## config.mk

```make
export PLATFORM = sky130hd
export DESIGN_NAME = tinyarch_run_ctrl
export DESIGN_NICKNAME = d
export VERILOG_FILES = /design/src/rtl/tinyarch_host_pkg.sv /design/src/rtl/tinyarch_run_ctrl_run_timer.sv /design/src/rtl/tinyarch_run_ctrl.sv
export SDC_FILE = /design/constraint.sdc
export NUM_CORES = 1
export LEC_CHECK = 0
export CAP_MARGIN = 20
export CORE_ASPECT_RATIO = 1.25
export CORE_MARGIN = 8
export CORE_UTILIZATION = 40
export CTS_CLUSTER_DIAMETER = 120
export DETAILED_ROUTE_END_ITERATION = 10
export GPL_ROUTABILITY_DRIVEN = 0
export HOLD_SLACK_MARGIN = 0.15
export PLACE_DENSITY = 0.67
export SYNTH_ARGS = -nofsm -noshare
export SYNTH_HDL_FRONTEND = slang
export SYNTH_SLANG_ARGS = --single-unit
export TNS_END_PERCENT = 20
```

## constraint.sdc

```tcl
create_clock -name clk -period 3.3 [get_ports clk]
set_input_delay 0.495 -clock clk [delete_from_list [all_inputs] [get_ports clk]]
set_output_delay 0.495 -clock clk [all_outputs]
set_load 0.05 [all_outputs]
```

## src/rtl/tinyarch_host_pkg.sv

```systemverilog
// Shared types and constants for the tinyarch host-side run controller.
// Command opcodes, response status codes and controller states live here.
package tinyarch_host_pkg;

  localparam int RSP_W = 16;

  typedef enum logic [1:0] {
    OP_WR_IMEM = 2'd0,
    OP_WR_DMEM = 2'd1,
    OP_RUN     = 2'd2,
    OP_RD_DMEM = 2'd3
  } cmd_op_e;

  typedef enum logic [1:0] {
    RSP_OK      = 2'd0,
    RSP_TIMEOUT = 2'd1
  } rsp_status_e;

  typedef enum logic [2:0] {
    ST_IDLE    = 3'd0,
    ST_WRITE   = 3'd1,
    ST_RD_WAIT = 3'd2,
    ST_START   = 3'd3,
    ST_RUN     = 3'd4,
    ST_ABORT   = 3'd5,
    ST_RSP     = 3'd6
  } run_state_e;

endpackage

```

## src/rtl/tinyarch_run_ctrl_run_timer.sv

```systemverilog
// Saturating run-cycle counter with a timeout compare.
// count_inc is the count including the current cycle, so callers can act on it immediately.
module run_timer
  import tinyarch_host_pkg::*;
#(
  parameter int unsigned TIMEOUT = 65535
) (
  input  logic             clk,
  input  logic             reset,
  input  logic             clear,
  input  logic             inc,
  output logic [RSP_W-1:0] count,
  output logic [RSP_W-1:0] count_inc,
  output logic             expired
);

  localparam logic [RSP_W-1:0] CNT_MAX   = {RSP_W{1'b1}};
  localparam logic [RSP_W-1:0] TIMEOUT_V = RSP_W'(TIMEOUT);

  // Saturating increment and timeout compare on the including-this-cycle value
  always_comb begin
    count_inc = count;
    if (count == CNT_MAX) begin
      count_inc = count;
    end else begin
      count_inc = count + {{(RSP_W-1){1'b0}}, 1'b1};
    end
    expired = (count_inc >= TIMEOUT_V);
  end

  // Counter register: clear has priority over increment
  always_ff @(posedge clk or posedge reset) begin
    if (reset) begin
      count <= {RSP_W{1'b0}};
    end else if (clear) begin
      count <= {RSP_W{1'b0}};
    end else if (inc) begin
      count <= count_inc;
    end else begin
      count <= count;
    end
  end

endmodule

```

## src/rtl/tinyarch_run_ctrl.sv

```systemverilog
// Host-side initiator for the tinyarch start/done run protocol: memory preload,
// data readback and timed program runs, all outputs registered.
module tinyarch_run_ctrl
  import tinyarch_host_pkg::*;
#(
  parameter int IADDR_W          = 16,
  parameter int IDATA_W          = 9,
  parameter int DADDR_W          = 8,
  parameter int DDATA_W          = 8,
  parameter int unsigned TIMEOUT = 65535
) (
  input  logic               clk,
  input  logic               reset,
  input  logic               cmd_valid,
  output logic               cmd_ready,
  input  logic [1:0]         cmd_op,
  input  logic [IADDR_W-1:0] cmd_addr,
  input  logic [IDATA_W-1:0] cmd_data,
  output logic               imem_we,
  output logic [IADDR_W-1:0] imem_addr,
  output logic [IDATA_W-1:0] imem_wdata,
  output logic               dmem_we,
  output logic [DADDR_W-1:0] dmem_addr,
  output logic [DDATA_W-1:0] dmem_wdata,
  input  logic [DDATA_W-1:0] dmem_rdata,
  output logic               core_start,
  output logic               core_reset,
  input  logic               core_done,
  output logic               rsp_valid,
  input  logic               rsp_ready,
  output logic [1:0]         rsp_status,
  output logic [RSP_W-1:0]   rsp_data
);

  run_state_e          state, state_nxt;
  logic                imem_we_nxt, dmem_we_nxt;
  logic [IADDR_W-1:0]  imem_addr_nxt;
  logic [IDATA_W-1:0]  imem_wdata_nxt;
  logic [DADDR_W-1:0]  dmem_addr_nxt;
  logic [DDATA_W-1:0]  dmem_wdata_nxt;
  logic [1:0]          rsp_status_nxt;
  logic [RSP_W-1:0]    rsp_data_nxt;
  logic                timer_clear, timer_inc, timer_expired;
  logic [RSP_W-1:0]    timer_count, timer_count_inc;

  run_timer #(
    .TIMEOUT (TIMEOUT)
  ) u_run_timer (
    .clk       (clk),
    .reset     (reset),
    .clear     (timer_clear),
    .inc       (timer_inc),
    .count     (timer_count),
    .count_inc (timer_count_inc),
    .expired   (timer_expired)
  );

  // State register
  always_ff @(posedge clk or posedge reset) begin
    if (reset) begin
      state <= ST_IDLE;
    end else begin
      state <= state_nxt;
    end
  end

  // Next-state and next-output decode
  always_comb begin
    state_nxt      = state;
    imem_we_nxt    = 1'b0;
    dmem_we_nxt    = 1'b0;
    imem_addr_nxt  = imem_addr;
    imem_wdata_nxt = imem_wdata;
    dmem_addr_nxt  = dmem_addr;
    dmem_wdata_nxt = dmem_wdata;
    rsp_status_nxt = rsp_status;
    rsp_data_nxt   = rsp_data;
    timer_clear    = 1'b0;
    timer_inc      = 1'b0;

    case (state)
      ST_IDLE: begin
        if (cmd_valid) begin
          case (cmd_op_e'(cmd_op))
            OP_WR_IMEM: begin
              state_nxt      = ST_WRITE;
              imem_we_nxt    = 1'b1;
              imem_addr_nxt  = cmd_addr;
              imem_wdata_nxt = cmd_data;
            end
            OP_WR_DMEM: begin
              state_nxt      = ST_WRITE;
              dmem_we_nxt    = 1'b1;
              dmem_addr_nxt  = cmd_addr[DADDR_W-1:0];
              dmem_wdata_nxt = cmd_data[DDATA_W-1:0];
            end
            OP_RUN: begin
              state_nxt = ST_START;
            end
            OP_RD_DMEM: begin
              state_nxt     = ST_RD_WAIT;
              dmem_addr_nxt = cmd_addr[DADDR_W-1:0];
            end
            default: begin
              state_nxt = ST_IDLE;
            end
          endcase
        end else begin
          state_nxt = ST_IDLE;
        end
      end
      ST_WRITE: begin
        state_nxt = ST_IDLE;
      end
      ST_RD_WAIT: begin
        state_nxt      = ST_RSP;
        rsp_status_nxt = RSP_OK;
        rsp_data_nxt   = RSP_W'(dmem_rdata);
      end
      ST_START: begin
        timer_clear = 1'b1;
        state_nxt   = ST_RUN;
      end
      ST_RUN: begin
        timer_inc = 1'b1;
        // A zero count marks the first RUN cycle, where done may still be stale
        if (core_done && (timer_count != {RSP_W{1'b0}})) begin
          state_nxt      = ST_RSP;
          rsp_status_nxt = RSP_OK;
          rsp_data_nxt   = timer_count_inc;
        end else if (timer_expired) begin
          state_nxt = ST_ABORT;
        end else begin
          state_nxt = ST_RUN;
        end
      end
      ST_ABORT: begin
        state_nxt      = ST_RSP;
        rsp_status_nxt = RSP_TIMEOUT;
        rsp_data_nxt   = RSP_W'(TIMEOUT);
      end
      ST_RSP: begin
        if (rsp_ready) begin
          state_nxt = ST_IDLE;
        end else begin
          state_nxt = ST_RSP;
        end
      end
      default: begin
        state_nxt = ST_IDLE;
      end
    endcase
  end

  // Output registers, loaded from the decoded next values
  always_ff @(posedge clk or posedge reset) begin
    if (reset) begin
      cmd_ready  <= 1'b1;
      imem_we    <= 1'b0;
      imem_addr  <= {IADDR_W{1'b0}};
      imem_wdata <= {IDATA_W{1'b0}};
      dmem_we    <= 1'b0;
      dmem_addr  <= {DADDR_W{1'b0}};
      dmem_wdata <= {DDATA_W{1'b0}};
      core_start <= 1'b0;
      core_reset <= 1'b0;
      rsp_valid  <= 1'b0;
      rsp_status <= 2'd0;
      rsp_data   <= {RSP_W{1'b0}};
    end else begin
      cmd_ready  <= (state_nxt == ST_IDLE);
      imem_we    <= imem_we_nxt;
      imem_addr  <= imem_addr_nxt;
      imem_wdata <= imem_wdata_nxt;
      dmem_we    <= dmem_we_nxt;
      dmem_addr  <= dmem_addr_nxt;
      dmem_wdata <= dmem_wdata_nxt;
      core_start <= (state_nxt == ST_START);
      core_reset <= (state_nxt == ST_ABORT);
      rsp_valid  <= (state_nxt == ST_RSP);
      rsp_status <= rsp_status_nxt;
      rsp_data   <= rsp_data_nxt;
    end
  end

endmodule

```

==> reports/qor.yml <==
synth_cell_types: 57
synth_area_sq_mm: 0.00417
mostFrequentLayoutCells: "clkdlybuf4s50_1, dfrtp_1, mux2_2"
synth_area_leaders: "dfrtp_1, mux2_2, o21ai_0, a21oi_1, nand2_1"
synth_nets: 443
dpl.hpwl_microns: 8760
grt_pass1_vias: 3743
rows: 41
yosysWarnings: 0
hp-class: "reg2reg"
die_h_microns: 130
r2r_end: "state[0]$_DFF_PP0_"
grt_first_pass_wirelength_microns: 19700
regArea_sq_mm: 0.00208
netlist_instances: 401
yosys.area.top_type: "dfrtp_1"
hold_violations: 0
start_kind: "flop"
crit_path_cell_trace: "ha_1 -> nand4_2 -> or4_4 -> a2111oi_4 -> nand4_1 -> o31ai_1"
wire_per_inst_microns: 19.3
total_leakage_power_nw: 2.34
die_area_sq_mm: 0.0140
min_to: "rsp_status[0]$_DFFE_PP0P_"
report.final.slew_viol_count: 0
cpMaxStageDelayCell: "or4_4"
clockRootBuffer: "clkbuf_16"
ctsResizeCount: 0
slowest_delay_ps: 570
tns_ps: 0
rr_worst_depth: 6
layout-drive-gt1-share_pct: 15.9
dr.pass1.iters: 7
drtIter0Drc: 285
tightest_slew_ps: 911
critPathCaptureType: "flop"
grt_start_max_net_pins: 44
layout.nets: 535
grt-ovfl-total: 0
clkLatencyLatePin_ps: 340
ys_async_sr_fraction_pct: 100
wirelength_microns: 12100
synth_top_family_by_area: "compound AO/OA/AOI/OAI gates"
timing.reg2reg.setup_slack_ps: 710
multi_input_area_sq_mm: 0.00190
path_clk_slew_ps: 60
power_density_mw_per_mm2: 1060
synth.avg_cell_area_sq_um: 10.4
r2r_start: "u_run_timer.count[0]$_DFFE_PP0P_"
htreeDepth: 3
antenna_found_initial: 0
numPortBuffers: 103
numCtsBuffers: 9
grt_usage_pct: 17.8
via_count: 3541
period_minus_slack_ps: 2590
synthSimpleGateAreaFrac_pct: 13.7
synth_top_area_share_pct: 49.2
yosys.area_share.adder_pct: 0.601
synthXorXnorAreaFrac_pct: 1.68
postCtsSetupBuffers: 0
slew_headroom_pct: 39.1
outcome: "finished, final reports clean"
synth_compound_area_share_pct: 17.4
worstPathArrival_ps: 2830
hp-start: "rsp_status[0]$_DFFE_PP0P_"
muxShareOfSynthArea_pct: 12.1
holdBufCountCts: 0
clock.fmax_ghz: 0.386
core_area_sq_mm: 0.0101
final_common_cell: "clkdlybuf4s50_1"
clock-sinks: 83
detail-route-antenna-nets: 0
post-place-ws_ps: 779
die_x_microns: 107
ir_drop_mv: 0.724
antenna_cells: 0
cp.required_ps: 3530
synth-edff-count: 0
setup_ws_ps: 706
ioPinCount: 105
fin_skew_ps: 8.96
synth_top_flop_cell: "dfrtp_1"
maxCapViolCount: 0
critPathMaxFanout: 9
rsz0062_at_grt: "false"
initial_core_util_pct: 41.2
finalCritPeriodShare_pct: 78.6
fill_cells: 849
cts_tree: "built"
final_util_pct: 55.7
setup_violations: 0
holdPathStages: 2
routed_via_density: 5.65
synth_seq_cells: 83
worstSetupPathType: "reg2reg"
drc: 0
area_growth_pct: 35.0
clockBufferDepth: 2
yosysSeqAreaShare_pct: 49.9
worst max-delay path: cells and delay by family, from the launching register on:
family,cells,cell delay [ps]
flops,1,490
simple gates,3,1010
fa+ha+maj,1,390
compound gates,2,610
synth_stat cells (all sizes together) (2+ instances only):
library cell  instances
a211oi                2
a2bb2oi               2
o31a                  3
nor2                 19
o21ai                34
nor2b                 4
a21o                  5
and4                  5
nand2b                3
nand4                 8
xnor2                 4
nor4                  9
a21boi                2
xor2                  4
ha                    2
buf                   9
nand3                11
mux2                 42
a22oi                 5
a221oi                3
o22ai                 4
a21oi                24
o211ai                3
nand2                29
o41ai                 2
mux2i                 3
nor4b                 2
dfrtp                82
nor3                  9
inv                  15
a31oi                 5
clkbuf               24
a41oi                 4
and3                  4
o31ai                 2
stage by stage:
step | power, mW | cell area (sq um) | instances | hold WS, ps
after floorplan | 3.83 | 4170 | 401 | 545
after global placement | 4.92 | 5320 | 611 | 487
after detailed placement | 4.96 | 5320 | 611 | 496
after CTS | 6.01 | 5620 | 627 | 507
after global routing | 6.28 | 5620 | 627 | 520
final | 5.96 | 5620 | 627 | 500
cells by family after synthesis:
logic type / Yosys count
xor gates and xnor gates: 8
and+or+nand+nor: 104
other: 1
DFF: 83
AOI/OAI and AO/OA: 110
buffers and inverters: 48
muxes: 45
adders and majority gates: 2
flip-flops by register name, summed over array words and instances (netlist names):
register           count
cmd_ready              1
core_reset             1
core_start             1
dmem_addr              8
dmem_wdata             8
dmem_we                1
imem_addr             16
imem_wdata             9
imem_we                1
rsp_data              16
rsp_status             1
rsp_valid              1
state                  3
u_run_timer.count     16
where the power goes:
group / internal, mW / switching [mW]
sequential: 1.41 / 0.318
combinational: 1.13 / 2.08
clock: 0.626 / 0.392
total: 3.17 / 2.79
worst max path at each step:
| stage | start | end | slack, ps | depth (start not counted) |
|---|---|---|---|---|
| 5_1_grt | u_run_timer.count[0]$_DFFE_PP0P_ | core_reset$_DFF_PP0_ | 580 | 6 |
| 6_report | u_run_timer.count[0]$_DFFE_PP0P_ | state[0]$_DFF_PP0_ | 710 | 6 |
| 3_3_place_gp | cmd_valid | dmem_wdata[5]$_DFFE_PP0P_ | 860 | 5 |
| 4_1_cts | u_run_timer.count[0]$_DFFE_PP0P_ | core_reset$_DFF_PP0_ | 750 | 6 |
| 2_1_floorplan | reset | core_reset$_DFF_PP0_ | 670 | 1 |
| 3_5_place_dp | u_run_timer.count[0]$_DFFE_PP0P_ | state[0]$_DFF_PP0_ | 780 | 6 |
routing by layer:
layer  track usage [%]  vias to the layer above  part of all wire (%)
li1                  -                     1643                     -
met1              19.7                     1692                    38
met2              29.0                      184                    48
met3              8.93                       22                    12
met4              6.14                        0                   1.9
met5                 0                        -                     0
layout make-up:
type / count / share of cell area [%]
Tap cell: 129 / 2.87
Sequential cell: 83 / 37.0
Inverter: 15 / 1.02
Multi-Input combinational cell: 270 / 33.7
Clock inverter: 4 / 0.868
Clock buffer: 12 / 4.56
Timing Repair Buffer: 114 / 20.0
(Power assumes the default switching activity.)
